### src/rtl/mwtxsched_pkg.sv
// Shared definitions for the round-robin TX packet scheduler: FSM state
// encoding, default channel/header sizes and header byte-order constants.
package mwtxsched_pkg;

    typedef enum logic [1:0] {
        ST_IDLE = 2'd0,
        ST_ARB  = 2'd1,
        ST_HDR  = 2'd2,
        ST_DATA = 2'd3
    } sched_state_e;

    localparam int NUMCH_DEF    = 8;
    localparam int HDRBEATS_DEF = 4;

    // Header byte order as seen on hdr_sel
    localparam logic [1:0] HDR_SRC_MSB = 2'd0;
    localparam logic [1:0] HDR_SRC_LSB = 2'd1;
    localparam logic [1:0] HDR_DST_MSB = 2'd2;
    localparam logic [1:0] HDR_DST_LSB = 2'd3;

    // Round-robin pointer successor; 3-bit arithmetic wraps 7 -> 0
    function automatic logic [2:0] rr_next(input logic [2:0] idx);
        return idx + 3'd1;
    endfunction

endpackage

### src/rtl/mwrrpick.sv
// Combinational rotating priority encoder: returns the first requester at or
// above ptr, wrapping from the top channel back to channel 0.
module mwrrpick
    import mwtxsched_pkg::*;
(
    input  logic [7:0] req,
    input  logic [2:0] ptr,
    output logic [7:0] onehot,
    output logic [2:0] idx,
    output logic       any
);

    // Scan eight candidates starting at ptr; the first hit wins
    always_comb begin
        onehot = '0;
        idx    = '0;
        any    = 1'b0;
        for (int i = 0; i < NUMCH_DEF; i++) begin
            if (!any && req[ptr + 3'(i)]) begin
                any = 1'b1;
                idx = ptr + 3'(i);
            end
        end
        if (any) begin
            onehot = 8'b1 << idx;
        end
    end

endmodule

### src/rtl/mwtxrrscheduler.sv
// Round-robin packet scheduler for the Ethernet MAC hub transmit path.
// Owns the select/enable controls of the TX channel mux: arbitrates among
// eight stream sources, sequences the 4-byte port header and then opens the
// payload window until tlast. Payload data never passes through here.
// Optional feature: define MWTXSCHED_WATCHDOG_EN to bound packets to
// MAXBEATS payload beats (abort pulse + per-channel sticky error).
module mwtxrrscheduler
    import mwtxsched_pkg::*;
#(
    parameter int NUMCH    = NUMCH_DEF,
    parameter int HDRBEATS = HDRBEATS_DEF,
    parameter int MAXBEATS = 1500,
    parameter int CNTW     = 16
) (
    input  logic             dutclk,
    input  logic             reset,
    input  logic [NUMCH-1:0] ch_req,
    input  logic             txbuffer_afull,
    input  logic             beat_vld,
    input  logic             beat_last,
    input  logic             err_clr,
    output logic [NUMCH-1:0] grant,
    output logic [2:0]       grant_idx,
    output logic             hdr_vld,
    output logic [1:0]       hdr_sel,
    output logic             data_en,
    output logic             pkt_done,
    output logic             abort,
    output logic [NUMCH-1:0] err_sticky
);

    localparam logic [1:0] HDR_LAST = 2'(HDRBEATS - 1);

    sched_state_e     state_q, state_d;
    logic [NUMCH-1:0] grant_q, grant_d;
    logic [2:0]       grant_idx_q, grant_idx_d;
    logic [1:0]       hdr_cnt_q, hdr_cnt_d;
    logic [2:0]       rr_ptr_q, rr_ptr_d;
    logic             pkt_done_q, pkt_done_d;
    logic             beat_acc;

    logic [7:0]       pick_onehot;
    logic [2:0]       pick_idx;
    logic             pick_any;

`ifdef MWTXSCHED_WATCHDOG_EN
    localparam logic [CNTW-1:0] BEAT_LIMIT = CNTW'(MAXBEATS - 1);

    logic [CNTW-1:0]  beat_cnt_q, beat_cnt_d;
    logic             abort_q, abort_d;
    logic [NUMCH-1:0] err_q, err_d;
`endif

    mwrrpick u_pick (
        .req    (ch_req),
        .ptr    (rr_ptr_q),
        .onehot (pick_onehot),
        .idx    (pick_idx),
        .any    (pick_any)
    );

    // Next-state and mux controls; hdr_vld/data_en are combinational so that
    // almost-full throttles the mux in the same cycle it is raised
    always_comb begin
        state_d     = state_q;
        grant_d     = grant_q;
        grant_idx_d = grant_idx_q;
        hdr_cnt_d   = hdr_cnt_q;
        rr_ptr_d    = rr_ptr_q;
        pkt_done_d  = 1'b0;
        hdr_vld     = 1'b0;
        data_en     = 1'b0;
        beat_acc    = 1'b0;
`ifdef MWTXSCHED_WATCHDOG_EN
        beat_cnt_d  = beat_cnt_q;
        abort_d     = 1'b0;
        // A new error in the same cycle as err_clr is OR-ed in below, so it wins
        err_d       = err_q & ~{NUMCH{err_clr}};
`endif

        unique case (state_q)
            ST_IDLE: begin
                if (!txbuffer_afull) begin
                    state_d = ST_ARB;
                end
            end

            ST_ARB: begin
                if (pick_any) begin
                    grant_d     = pick_onehot;
                    grant_idx_d = pick_idx;
                    hdr_cnt_d   = HDR_SRC_MSB;
`ifdef MWTXSCHED_WATCHDOG_EN
                    beat_cnt_d  = '0;
`endif
                    state_d     = ST_HDR;
                end
            end

            ST_HDR: begin
                hdr_vld = !txbuffer_afull;
                if (hdr_vld) begin
                    if (hdr_cnt_q == HDR_LAST) begin
                        hdr_cnt_d = HDR_SRC_MSB;
                        state_d   = ST_DATA;
                    end else begin
                        hdr_cnt_d = hdr_cnt_q + 2'd1;
                    end
                end
            end

            ST_DATA: begin
                data_en  = !txbuffer_afull;
                // Only beats the mux could legally accept are counted
                beat_acc = beat_vld & data_en;
                if (beat_acc) begin
`ifdef MWTXSCHED_WATCHDOG_EN
                    beat_cnt_d = beat_cnt_q + CNTW'(1);
`endif
                    if (beat_last) begin
                        pkt_done_d  = 1'b1;
                        rr_ptr_d    = rr_next(grant_idx_q);
                        grant_d     = '0;
                        grant_idx_d = '0;
                        state_d     = ST_IDLE;
                    end
`ifdef MWTXSCHED_WATCHDOG_EN
                    // tlast on the limit beat takes the branch above instead
                    else if (beat_cnt_q == BEAT_LIMIT) begin
                        abort_d            = 1'b1;
                        err_d[grant_idx_q] = 1'b1;
                        rr_ptr_d           = rr_next(grant_idx_q);
                        grant_d            = '0;
                        grant_idx_d        = '0;
                        state_d            = ST_IDLE;
                    end
`endif
                end
            end

            default: begin
                state_d = ST_IDLE;
            end
        endcase
    end

    // State, grant, counters and registered pulses
    always_ff @(posedge dutclk) begin
        if (reset) begin
            state_q     <= ST_IDLE;
            grant_q     <= '0;
            grant_idx_q <= '0;
            hdr_cnt_q   <= '0;
            rr_ptr_q    <= '0;
            pkt_done_q  <= 1'b0;
        end else begin
            state_q     <= state_d;
            grant_q     <= grant_d;
            grant_idx_q <= grant_idx_d;
            hdr_cnt_q   <= hdr_cnt_d;
            rr_ptr_q    <= rr_ptr_d;
            pkt_done_q  <= pkt_done_d;
        end
    end

`ifdef MWTXSCHED_WATCHDOG_EN
    // Watchdog beat counter, abort pulse and sticky per-channel errors
    always_ff @(posedge dutclk) begin
        if (reset) begin
            beat_cnt_q <= '0;
            abort_q    <= 1'b0;
            err_q      <= '0;
        end else begin
            beat_cnt_q <= beat_cnt_d;
            abort_q    <= abort_d;
            err_q      <= err_d;
        end
    end

    assign abort      = abort_q;
    assign err_sticky = err_q;
`else
    // Packets are unbounded without the watchdog
    logic unused_wd;
    assign unused_wd  = ^{err_clr, CNTW'(MAXBEATS)};
    assign abort      = 1'b0;
    assign err_sticky = '0;
`endif

    assign grant     = grant_q;
    assign grant_idx = grant_idx_q;
    assign hdr_sel   = hdr_cnt_q;
    assign pkt_done  = pkt_done_q;

endmodule

### config.mk
export PLATFORM = sky130hd
export DESIGN_NAME = mwtxrrscheduler
export DESIGN_NICKNAME = d
export VERILOG_FILES = /design/src/rtl/mwtxsched_pkg.sv /design/src/rtl/mwrrpick.sv /design/src/rtl/mwtxrrscheduler.sv
export SDC_FILE = /design/constraint.sdc
export NUM_CORES = 1
export LEC_CHECK = 0
export ABC_AREA = 0
export ABC_CLOCK_PERIOD_IN_PS = 4100
export BUFFER_PORTS_ARGS = -buffer_cell sky130_fd_sc_hd__buf_4
export CAP_MARGIN = 20
export CELL_PAD_IN_SITES_DETAIL_PLACEMENT = 0
export CELL_PAD_IN_SITES_GLOBAL_PLACEMENT = 1
export CORE_MARGIN = 4
export CORE_UTILIZATION = 34
export CTS_CLUSTER_DIAMETER = 80
export CTS_CLUSTER_SIZE = 8
export DETAILED_ROUTE_END_ITERATION = 12
export PLACE_DENSITY_LB_ADDON = 0.1
export SKIP_CTS_REPAIR_TIMING = 1
export SYNTH_ARGS = -nofsm -noshare
export SYNTH_HDL_FRONTEND = slang
export SYNTH_SLANG_ARGS = --single-unit
### constraint.sdc
create_clock -name dutclk -period 4.1 [get_ports dutclk]
set_input_delay 0.41 -clock dutclk [delete_from_list [all_inputs] [get_ports dutclk]]
set_output_delay 0.41 -clock dutclk [all_outputs]
set_load 0.02 [all_outputs]
Word-level counts from Yosys, hierarchy flattened
Index checks and enable logic that the tools add are counted.
{ "op_classes": {"addsub": 9, "n_lt_le_gt_ge": 8, "n_eq_ne": 10, "shifts": 1, "mux": 54, "n_bitwise": 3, "reduce_logical": 23} }
{ "op_table": {"columns": ["cell", "count"], "rows": [
  ["2-to-1 mux 3 bit", 11],
  ["less-than comparator 3 x 4 -> 1 bit, second input constant", 8],
  ["binary-select mux 1 bit (select 3 bit)", 8],
  ["2-to-1 mux 8 bit", 3],
  ["2-to-1 mux 1 bit", 19],
  ["2-to-1 mux 2 bit", 9],
  ["one-hot mux 8 bit (2 select lines)", 1],
  ["adder 3 bit, second input constant", 4],
  ["!= test 2 bit, second input constant", 6],
  ["logical NOT 1 bit", 8],
  ["one-hot mux 2 bit (4 select lines)", 1],
  ["left shift 1 x 3 -> 8 bit, first input constant", 1],
  ["logical AND 1 bit", 7],
  ["adder 3 x 1 -> 3 bit, second input constant", 2],
  ["adder 3 x 2 -> 3 bit, second input constant", 2],
  ["== test 2 bit, second input constant", 3],
  ["one-hot mux 3 bit (2 select lines)", 1],
  ["AND reduction 3 bit", 2],
  ["AND reduction 6 bit", 1],
  ["one-hot mux 2 bit (2 select lines)", 1],
  ["AND reduction 4 bit", 1],
  ["nonzero test 2 bit", 2],
  ["OR reduction 3 bit", 1],
  ["adder 2 x 1 -> 2 bit, second input constant", 1],
  ["4 further kinds", 5]
]} }
{ "word_totals": {"register_bits": 19, "in_bits": 14, "output_inout_bits": 25, "elab_cells": 114} }

Longest topological paths before layout
Gate-level depths: netlist of run 1.
{ "depth": {"ltp_word": 27, "ltp_mapped": 12} }

Cells and area by module
From an unflattened synthesis of run 1, not the netlist that was laid out.
{ "hier_totals": {"cells_unflattened": 212, "hier_area_um2": 1895.6} }
{ "by_module_without_submodules": {"columns": ["module", "instances", "cells_each", "area_per_inst_um2", "seq_area_each_um2"], "rows": [
  ["mwtxrrscheduler", 1, 115, 1009.7, 380.4],
  ["mwrrpick", 1, 97, 885.8, 0.0]
]} }

Worst setup path before layout of run 1
OpenSTA, ideal clock, no wires.
{ "synth_timing": {"kind": "reg-to-reg", "start": "register rr_ptr_q[1]", "end": "register grant_idx_q[2] (netlist: grant_idx[2])", "t_arrival_ns": 3.030, "required_time_ns": 4.031, "path_slack_ns": 1.001, "stages_incl_launch_ff": 12, "cell_sequence": "dfxtp_1 clkbuf_1 inv_1 ha_1 buf_4 mux4_2 a21o_1 a21oi_1 nand4b_4 a31o_1 or3_1 a21oi_2"} }
{ "synth_via": {"elab_chain_cells": 26, "elab_cells_between_ends": 57, "classes_between": "add/sub: 7; eq/ne: 1; mux: 34; reduce/logical: 15"} }
{ "synth_rtl": {"columns": ["item", "line", "text"], "rows": [
  ["start, declared", "mwtxrrscheduler.sv:38", "logic [2:0] rr_ptr_q, rr_ptr_d;"],
  ["start signal, assigned", "mwtxrrscheduler.sv:161", "rr_ptr_q <= rr_ptr_d;"],
  ["branches (longest 26 deep; another with adder 3 x 1 -> 3 bit)", null, null],
  ["end signal, assigned", "mwtxrrscheduler.sv:159", "grant_idx_q <= grant_idx_d;"],
  ["end, declared", "mwtxrrscheduler.sv:36", "logic [2:0] grant_idx_q, grant_idx_d;"]
]} }
Several ways; the timed one is not identified. The select of a mux whose other input is x is not followed.
A chain may end at the register's enable or synchronous reset.

Worst setup path in the final report of run 1
{ "layout_timing": {"start": "register rr_ptr_q[0]", "end": "register grant_q[7] (netlist: grant[7])"} }
{ "layout_via": {"elab_chain_cells": 27, "elab_cells_between_ends": 58, "classes_between": "add/sub: 7; eq/ne: 1; shift: 1; mux: 34; reduce/logical: 15"} }
{ "layout_rtl": {"columns": ["item", "line", "text"], "rows": [
  ["branches (longest 27 deep; another with adder 3 x 1 -> 3 bit)", null, null],
  ["end signal, assigned", "mwtxrrscheduler.sv:158", "grant_q <= grant_d;"],
  ["end, declared", "mwtxrrscheduler.sv:35", "logic [NUMCH-1:0] grant_q, grant_d;"]
]} }
Several ways; the timed one is not identified. The select of a mux whose other input is x is not followed.

==> results.sh, run 1 <==
export IMPL_clk_path_buf_depth=2
export IMPL_ios=39
export IMPL_grt_pass1_wl_um=7520
export IMPL_die_area_mm2=0.00670
export IMPL_fmax_mhz=307
export IMPL_worst_slack_ns=0.838
export IMPL_synth_commonest_cells="dfxtp_1 (19), nor2_1 (18), a21oi_1 (13)"
export IMPL_peakVddDrop_v=0.000237
export IMPL_route_met2_wl_um=2440
export IMPL_crit_chain="inv_1 -> ha_1 -> mux2i_1 -> mux4_2 -> nand4bb_1 -> o31ai_1 -> a211oi_2 -> a32o_1"
export IMPL_min_from="reset"
export IMPL_synth_ff_latch_count=19
export IMPL_drive_gt1_share_pct=24.4
export IMPL_synth_edff_count=0
export IMPL_drt_iter0_drc=62
export IMPL_critPathMaxStageDelay_ns=0.64
export IMPL_hpwl_um=3760
export IMPL_ys_flop_type="dfxtp_1"
export IMPL_min_period_ns=3.26
export IMPL_endpoint_kind="flip-flop"
export IMPL_viasPerCell=5.61
export IMPL_grt_usage_pct=14.4
export IMPL_async_flop_share_pct=0
export IMPL_wire_per_inst_um=16.0
export IMPL_cts_buffers=3
export IMPL_p_total_mw=0.643
export IMPL_hp_class="primary input to flip-flop"
export IMPL_met3_length_um=173
export IMPL_cts_clk_slew_worst_paths_ns=0.07
export IMPL_num_vias=1654
export IMPL_max_cap_violations=0
export IMPL_p_leak_nw=0.832
export IMPL_wl_met1_um=2080
export IMPL_critPathKind="flip-flop to flip-flop"
export IMPL_setup_viol=0
export IMPL_synth_area_mm2=0.00185
export IMPL_top_layer_used="met4"
export IMPL_yosysTopAreaCell="dfxtp_1"
export IMPL_r2r_start="rr_ptr_q[0]"
export IMPL_clk_latency_ns=0.25
export IMPL_nFillCells=545
export IMPL_drc=0
export IMPL_die_w_um=81.9
export IMPL_gr_total_overflow=0
export IMPL_drt_pass1_iter_count=4
export IMPL_cts_tree="yes"
export IMPL_arrival_ns=3.41
export IMPL_startpoint="rr_ptr_q[0]"
export IMPL_grt_max_degree=15
export IMPL_multi_input_area_mm2=0.00135
export IMPL_fp_coreArea_mm2=0.00520
export IMPL_finalClockSkew_ns=0.00101
export IMPL_ys_seq_area_share_pct=20.5
export IMPL_port_buffers=28
export IMPL_status="completed"
export IMPL_synth_top_area_share_pct=20.5
export IMPL_yosysMostFrequentCell="dfxtp_1"
export IMPL_tns_ns=0
export IMPL_cp_max_fo=12
export IMPL_p_per_area_mw_per_mm2=303
export IMPL_fin_nets=248
export IMPL_antenna_cells=0
export IMPL_antenna_left=0
export IMPL_gp_congestion=0.872
export IMPL_worst_pin_slew_ns=0.550
export IMPL_seq_area_um2=380
export IMPL_synthDistinctLibCells=61
export IMPL_finalHoldViolCount=0
export IMPL_syn_avg_cell_area_um2=9.27
export IMPL_min_period_over_period_pct=79.6
export IMPL_postSynthCellCount=200
export IMPL_slew_headroom_pct=63.4
export IMPL_syn2layout_area_growth_pct=14.6
export IMPL_routed_wirelength_um=4730
export IMPL_critPathRequiredTime_ns=4.24
export IMPL_ys_warn_count=0
export IMPL_ys_top_cells_by_area="dfxtp_1 (21%), mux4_2 (8.5%), mux2i_1 (6.5%)"
export IMPL_slew_viol_final=0
export IMPL_die_y_um=81.9
export IMPL_worst_path_buf_inv=1
export IMPL_critical_path_slowest_cell="ha_1"
export IMPL_rows=26
export IMPL_rsz0062_at_grt="false"
export IMPL_htreeDepth=1
export IMPL_start_util_pct=35.6
export IMPL_crit_family="compound AO/OA/AOI/OAI gates"
export IMPL_antenna_found_initial=0
export IMPL_startpoint_type="flip-flop"
export IMPL_grt_pass1_vias=1529
export IMPL_dpl_worst_slack_ns=0.865
export IMPL_cts_sinks=19
export IMPL_cts_root_buf="clkbuf_8"
-- sequential cells by signal (all words and copies together), names as in the netlist --
register   flops
hdr_sel        2
rr_ptr_q       3
grant          8
pkt_done       1
grant_idx      3
state_q        2
-- where the power goes --
group / switching (mW) / internal (mW)
combinational: 0.171 / 0.118
clock: 0.0601 / 0.0690
sequential: 0.0201 / 0.205
total: 0.251 / 0.392
-- routing by layer --
layer	GRT usage, %	vias to the layer above
li1	-	801
met1	18.6	820
met2	25.4	29
met3	2.41	4
met4	2.16	0
met5	0	-
-- layout make-up --
class	count	area share, %
inverters	11	1.94
repair buffers	30	10.6
clock buffers	4	2.12
multi-input cells	161	63.3
flip-flops and latches	19	17.9
well taps	70	4.12
-- worst paths after layout --
kind / to / slack [ns] / cells past startpoint
max: grant[7] / 0.84 / 8
min: grant_idx[2] / 0.41 / 2
max reg2reg: grant[7] / 0.84 / 8
min reg2reg: grant[1] / 0.47 / 1
-- per-stage QoR --
| stage | util, % | area [µm²] | hold WS (ns) | cells |
|---|---|---|---|---|
| after floorplan | - | 1880 | 0.509 | 208 |
| after global placement | 40.0 | 2080 | 0.457 | 291 |
| after detailed placement | 40.0 | 2080 | 0.453 | 291 |
| after CTS | 40.8 | 2120 | 0.412 | 295 |
| after global routing | 40.8 | 2120 | 0.412 | 295 |
| final | 40.8 | 2120 | 0.414 | 295 |
-- cells in the final DEF (no fill, tap or decap), types with 6 or more instances in the layout --
cell / instances
o2bb2ai_1: 6
inv_1: 11
conb_1: 9
dfxtp_1: 19
ha_1: 8
a21oi_1: 13
buf_4: 30
nor2_1: 18
mux2i_1: 12
nand2_1: 12
mux4_2: 7
-- cell families after synthesis --
family / Yosys count / share of synthesized area (%)
compound gates: 61 / 25.6
simple gates: 54 / 16.4
buf+inv: 28 / 8.57
mux: 25 / 21.4
flops: 19 / 20.5
fa+ha+maj: 8 / 5.40
xor+xnor: 4 / 1.89
other cells: 1 / 0.202
No activity file was read; power rests on OpenSTA's default activity.
==> run 2, diff against run 1 <==
Settings changed: ABC_CLOCK_PERIOD_IN_PS 4100 to 2850.
Clock period 4.1 ns to 2.85 ns, I/O delays scaled along.
==> run 2 against run 1 <==
  * Sequential power up 43%
  * Sequential cell count is the same
  * Utilization increased by 6.5 points
==> results.sh, run 2 (synthesis results as in run 1) <==
export IMPL_ios=39
export IMPL_grt_max_degree=15
export IMPL_met3_usage_pct=2.74
export IMPL_routed_wirelength_um=5280
export IMPL_start_util_pct=35.6
export IMPL_antenna_left=0
export IMPL_wire_per_inst_um=16.1
export IMPL_met1_usage_pct=19.4
export IMPL_p_per_area_mw_per_mm2=403
export IMPL_status="completed"
export IMPL_cts_buffers=3
export IMPL_dpl_worst_slack_ns=-0.155
export IMPL_cp_max_fo=13
export IMPL_arrival_ns=2.86
export IMPL_min_period_over_period_pct=95.5
export IMPL_finalHoldViolCount=0
export IMPL_rows=26
export IMPL_startpoint_type="flip-flop"
export IMPL_die_y_um=81.9
export IMPL_top_usage_layer="met2"
export IMPL_gp_congestion=0.842
export IMPL_cts_tree="yes"
export IMPL_use_met2_pct=30.1
export IMPL_instances_no_fill=328
export IMPL_htreeDepth=1
export IMPL_finalClockSkew_ns=0.00631
export IMPL_final_common_cell="buf_4"
export IMPL_largest_reg_flops=8
export IMPL_drc=0
export IMPL_grt_usage_pct=16.3
export IMPL_drt_pass1_iter_count=4
export IMPL_cts_sinks=19
export IMPL_min_period_ns=2.72
export IMPL_slew_viol_final=0
export IMPL_grt_pass1_wl_um=8570
export IMPL_max_cap_violations=0
export IMPL_die_w_um=81.9
export IMPL_viasPerCell=5.55
export IMPL_port_buffers=28
export IMPL_syn2layout_area_growth_pct=32.7
export IMPL_hp_class="primary input to flip-flop"
export IMPL_drt_iter0_drc=59
export IMPL_worst_slack_ns=0.129
export IMPL_antenna_found_initial=0
export IMPL_die_area_mm2=0.00670
export IMPL_setup_viol=0
export IMPL_layout_common_cells="buf_4 (61), nor2_1 (18), dfxtp_1 (17)"
export IMPL_cts_root_buf="clkbuf_8"
export IMPL_cts_clk_slew_worst_paths_ns=0.08
export IMPL_peakVddDrop_v=0.000266
export IMPL_hpwl_um=4210
export IMPL_clk_latency_ns=0.25
export IMPL_clk_path_buf_depth=2
export IMPL_dp_cells=320
export IMPL_nFillCells=511
export IMPL_p_leak_nw=1.02
export IMPL_antenna_cells=0
export IMPL_endpoint_kind="flip-flop"
export IMPL_critPathKind="flip-flop to flip-flop"
export IMPL_critPathRequiredTime_ns=2.99
export IMPL_num_vias=1822
export IMPL_p_total_mw=0.993
export IMPL_fmax_mhz=367
export IMPL_drive_gt1_share_pct=43.4
export IMPL_gr_total_overflow=0
export IMPL_fp_coreArea_mm2=0.00520
export IMPL_rsz0062_at_grt="true"
export IMPL_grt_pass1_vias=1806
export IMPL_fin_nets=281
export IMPL_holdWs_ns=0.294
[run 2: layout make-up]
type / count / area [µm²] / share of cell area, %
Clock buffer: 3 / 41.3 / 1.68
Clock inverter: 1 / 5.00 / 0.203
Inverter: 11 / 41.3 / 1.68
Multi-Input combinational cell: 161 / 1420 / 57.8
Sequential cell: 19 / 383 / 15.6
Tap cell: 70 / 87.6 / 3.56
Timing Repair Buffer: 63 / 480 / 19.5
[run 2: worst max-delay path: stages (launching register included)]
cell and delay (ns):
dfxtp_2 0.33, buf_4 0.23, mux4_2 0.59, mux2_4 0.34, nand3b_1 0.28, o31ai_2 0.24
buf_4 0.15, a211oi_2 0.03, buf_4 0.16, a32o_1 0.25
[run 2: through the flow]
step | utilization, % | setup TNS [ns] | instance area (µm²)
global placement | 44.3 | -0.820 | 2300
finish | 47.3 | 0 | 2460
detailed placement | 44.3 | -1.09 | 2300
global route | 47.3 | -0.0621 | 2460
CTS | 45.1 | -1.35 | 2350
floorplan | - | 0 | 1900
[run 2: final timing paths]
path	from	end	slack [ns]	cells after the start
worst min register to register	grant[4]	grant[4]	0.47	1
worst min-delay path	reset	grant_idx[2]	0.29	2
worst max register to register	rr_ptr_q[0]	grant[3]	0.13	9
worst max-delay path	rr_ptr_q[0]	grant[3]	0.13	9
[run 2: power by group]
group	internal (mW)	leakage, nW	switching (mW)
logic	0.212	0.843	0.272
clock network	0.0970	0.0255	0.0887
registers	0.295	0.155	0.0272
[run 2: per-layer routing]
metal  up-vias  wire, µm
met5         -         0
met4         0        59
met3         6       206
met2        37      2830
met1       909      2190
li1        870         -
==> run 3, diff against run 2 <==
Settings changed: GPL_TIMING_DRIVEN from default to 0.
==> run 3 against run 2 <==
  * The flow now finishes with violations (setup timing)
  * Combinational power fell by 2%
  * Worst setup slack got worse by 0.25 ns
  * Clock skew is 0.0039 ns lower
  * Worst hold slack gained 0.11 ns
  * Wire length down 2.5%
  * Non-clock buffer count shrank 1
  * Clock power is 5% higher
  * First-iteration DRC count up 120%
  * Utilization is 1.6 points higher
  * Critical path type unchanged
==> results.sh, run 3 (synthesis results as in run 1) <==
export IMPL_peakVddDrop_v=0.000356
export IMPL_power_frac_clock_pct=19.7
export IMPL_largest_reg_flops=8
export IMPL_use_met2_pct=25.6
export IMPL_reg2reg_slack_ns=-0.13
export IMPL_hp_class="primary input to flip-flop"
export IMPL_die_w_um=81.9
export IMPL_drc=0
export IMPL_placedInstanceArea_mm2=0.00220
export IMPL_min_from="reset"
export IMPL_drive_gt1_share_pct=42.4
export IMPL_drt_iter0_drc=131
export IMPL_holdPathEnd="grant_idx[0]"
export IMPL_violations="setup timing"
export IMPL_hpwl_um=3770
export IMPL_critPathRequiredTime_ns=3.01
export IMPL_intPower_mw=0.596
export IMPL_viasPerCell=5.52
export IMPL_gp_congestion=0.819
export IMPL_worst_pin_slew_ns=0.560
export IMPL_layout_common_cells="buf_4 (54), nor2_1 (18), dfxtp_1 (17)"
export IMPL_p_per_area_mw_per_mm2=388
export IMPL_cts_root_buf="clkbuf_8"
export IMPL_fmax_mhz=336
export IMPL_top_usage_layer="met2"
export IMPL_grt_max_degree=12
export IMPL_r2r_start="rr_ptr_q[0]"
export IMPL_met3_usage_pct=2.08
export IMPL_finalClockSkew_ns=0.00236
export IMPL_grt_pass1_wl_um=7980
export IMPL_critPathKind="flip-flop to flip-flop"
export IMPL_min_period_over_period_pct=104
export IMPL_grt_pass1_vias=1593
export IMPL_clk_latency_ns=0.26
export IMPL_max_cap_violations=0
export IMPL_status="finished, violations left"
export IMPL_start_util_pct=35.6
export IMPL_grt_usage_pct=15.2
export IMPL_rsz0062_at_grt="true"
export IMPL_ios=39
export IMPL_fin_nets=280
export IMPL_gr_total_overflow=0
export IMPL_cts_clk_slew_worst_paths_ns=0.08
export IMPL_p_leak_nw=1.05
export IMPL_p_sw_share_pct=39.7
export IMPL_clk_path_buf_depth=2
export IMPL_slew_headroom_pct=62.7
export IMPL_wire_per_inst_um=15.7
export IMPL_htreeDepth=1
export IMPL_cts_tree="yes"
export IMPL_fin_util_pct=48.9
export IMPL_worst_slack_ns=-0.125
export IMPL_cts_buffers=3
export IMPL_nFillCells=523
export IMPL_antenna_found_initial=0
export IMPL_met1_usage_pct=20.7
export IMPL_p_seq_share_pct=32.2
export IMPL_fp_coreArea_mm2=0.00520
export IMPL_cts_sinks=19
export IMPL_power_frac_comb_pct=48.0
export IMPL_antenna_cells=0
export IMPL_slew_viol_final=0
export IMPL_fin_area_mm2=0.00255
export IMPL_arrival_ns=3.13
export IMPL_num_vias=1806
export IMPL_endpoint_kind="flip-flop"
export IMPL_syn2layout_area_growth_pct=37.3
export IMPL_routed_wirelength_um=5150
export IMPL_p_switching_mw=0.393
export IMPL_dp_cells=306
export IMPL_hold_depth=4
export IMPL_instances_no_fill=327
export IMPL_worstRegToRegCells=11
export IMPL_startpoint_type="flip-flop"
export IMPL_setup_viol=6
export IMPL_min_period_ns=2.98
export IMPL_finalHoldViolCount=0
export IMPL_port_buffers=28
export IMPL_rows=26
export IMPL_die_area_mm2=0.00670
export IMPL_drt_pass1_iter_count=4
export IMPL_antenna_left=0
export IMPL_cp_max_fo=7
export IMPL_final_common_cell="buf_4"
export IMPL_die_y_um=81.9
export IMPL_timing_rr_end="grant[2]"
-- run 3: worst max-delay path, stage by stage, from the launching register on --
cell        delay [ns]
dfxtp_4           0.36
buf_12            0.12
clkinvlp_4        0.11
ha_4              0.25
buf_8             0.14
mux2i_2           0.15
mux4_2            0.59
o21a_1            0.24
o41ai_2           0.33
a21oi_2           0.08
a21o_1            0.26
a32o_1            0.24
-- run 3: through the flow --
step                      TNS [ns]  total power, mW  hold WS, ns  worst slack, ns
after floorplan                  0            0.639        0.509           0.0191
after global placement       -7.20            0.758        0.451           -0.615
after detailed placement     -6.75            0.756        0.452           -0.591
after CTS                    -7.11            0.954        0.434           -0.612
after global routing         -1.79             1.06        0.421           -0.218
final                       -0.430            0.988        0.407           -0.125
-- run 3: final cells by class --
cell class / count / area (µm²) / area share (%)
multi-input combinational: 161 / 1500 / 58.8
sequential: 19 / 388 / 15.2
inverter: 11 / 45.0 / 1.77
timing repair buffer: 45 / 338 / 13.3
tap: 70 / 87.6 / 3.44
clock inverter: 1 / 5.00 / 0.197
buffer: 17 / 145 / 5.70
clock buffer: 3 / 41.3 / 1.62
-- run 3: power groups by stage --
stage / Combinational (mW) / Sequential, mW / Clock (mW)
after floorplan: 0.299 / 0.341 / 0
after global placement: 0.430 / 0.327 / 0
after detailed placement: 0.428 / 0.328 / 0
after CTS: 0.430 / 0.321 / 0.202
after global routing: 0.521 / 0.323 / 0.215
final: 0.475 / 0.319 / 0.195
-- run 3: worst max-delay path by stage --
stage,start,to,slack (ns),depth (start not counted)
after global placement,rr_ptr_q[1],grant[2],-0.62,10
after CTS,rr_ptr_q[1],grant[7],-0.61,10
after global routing,rr_ptr_q[0],grant[6],-0.22,11
after floorplan,rr_ptr_q[1],grant[2],0.02,11
after detailed placement,rr_ptr_q[1],grant[2],-0.59,10
final,rr_ptr_q[0],grant[2],-0.13,11
-- run 3: layer usage --
metal,vias to the layer above,part of all wire (%)
li1,869,-
met1,893,46
met2,40,50
met3,4,3.6
met4,0,0.41
met5,-,0
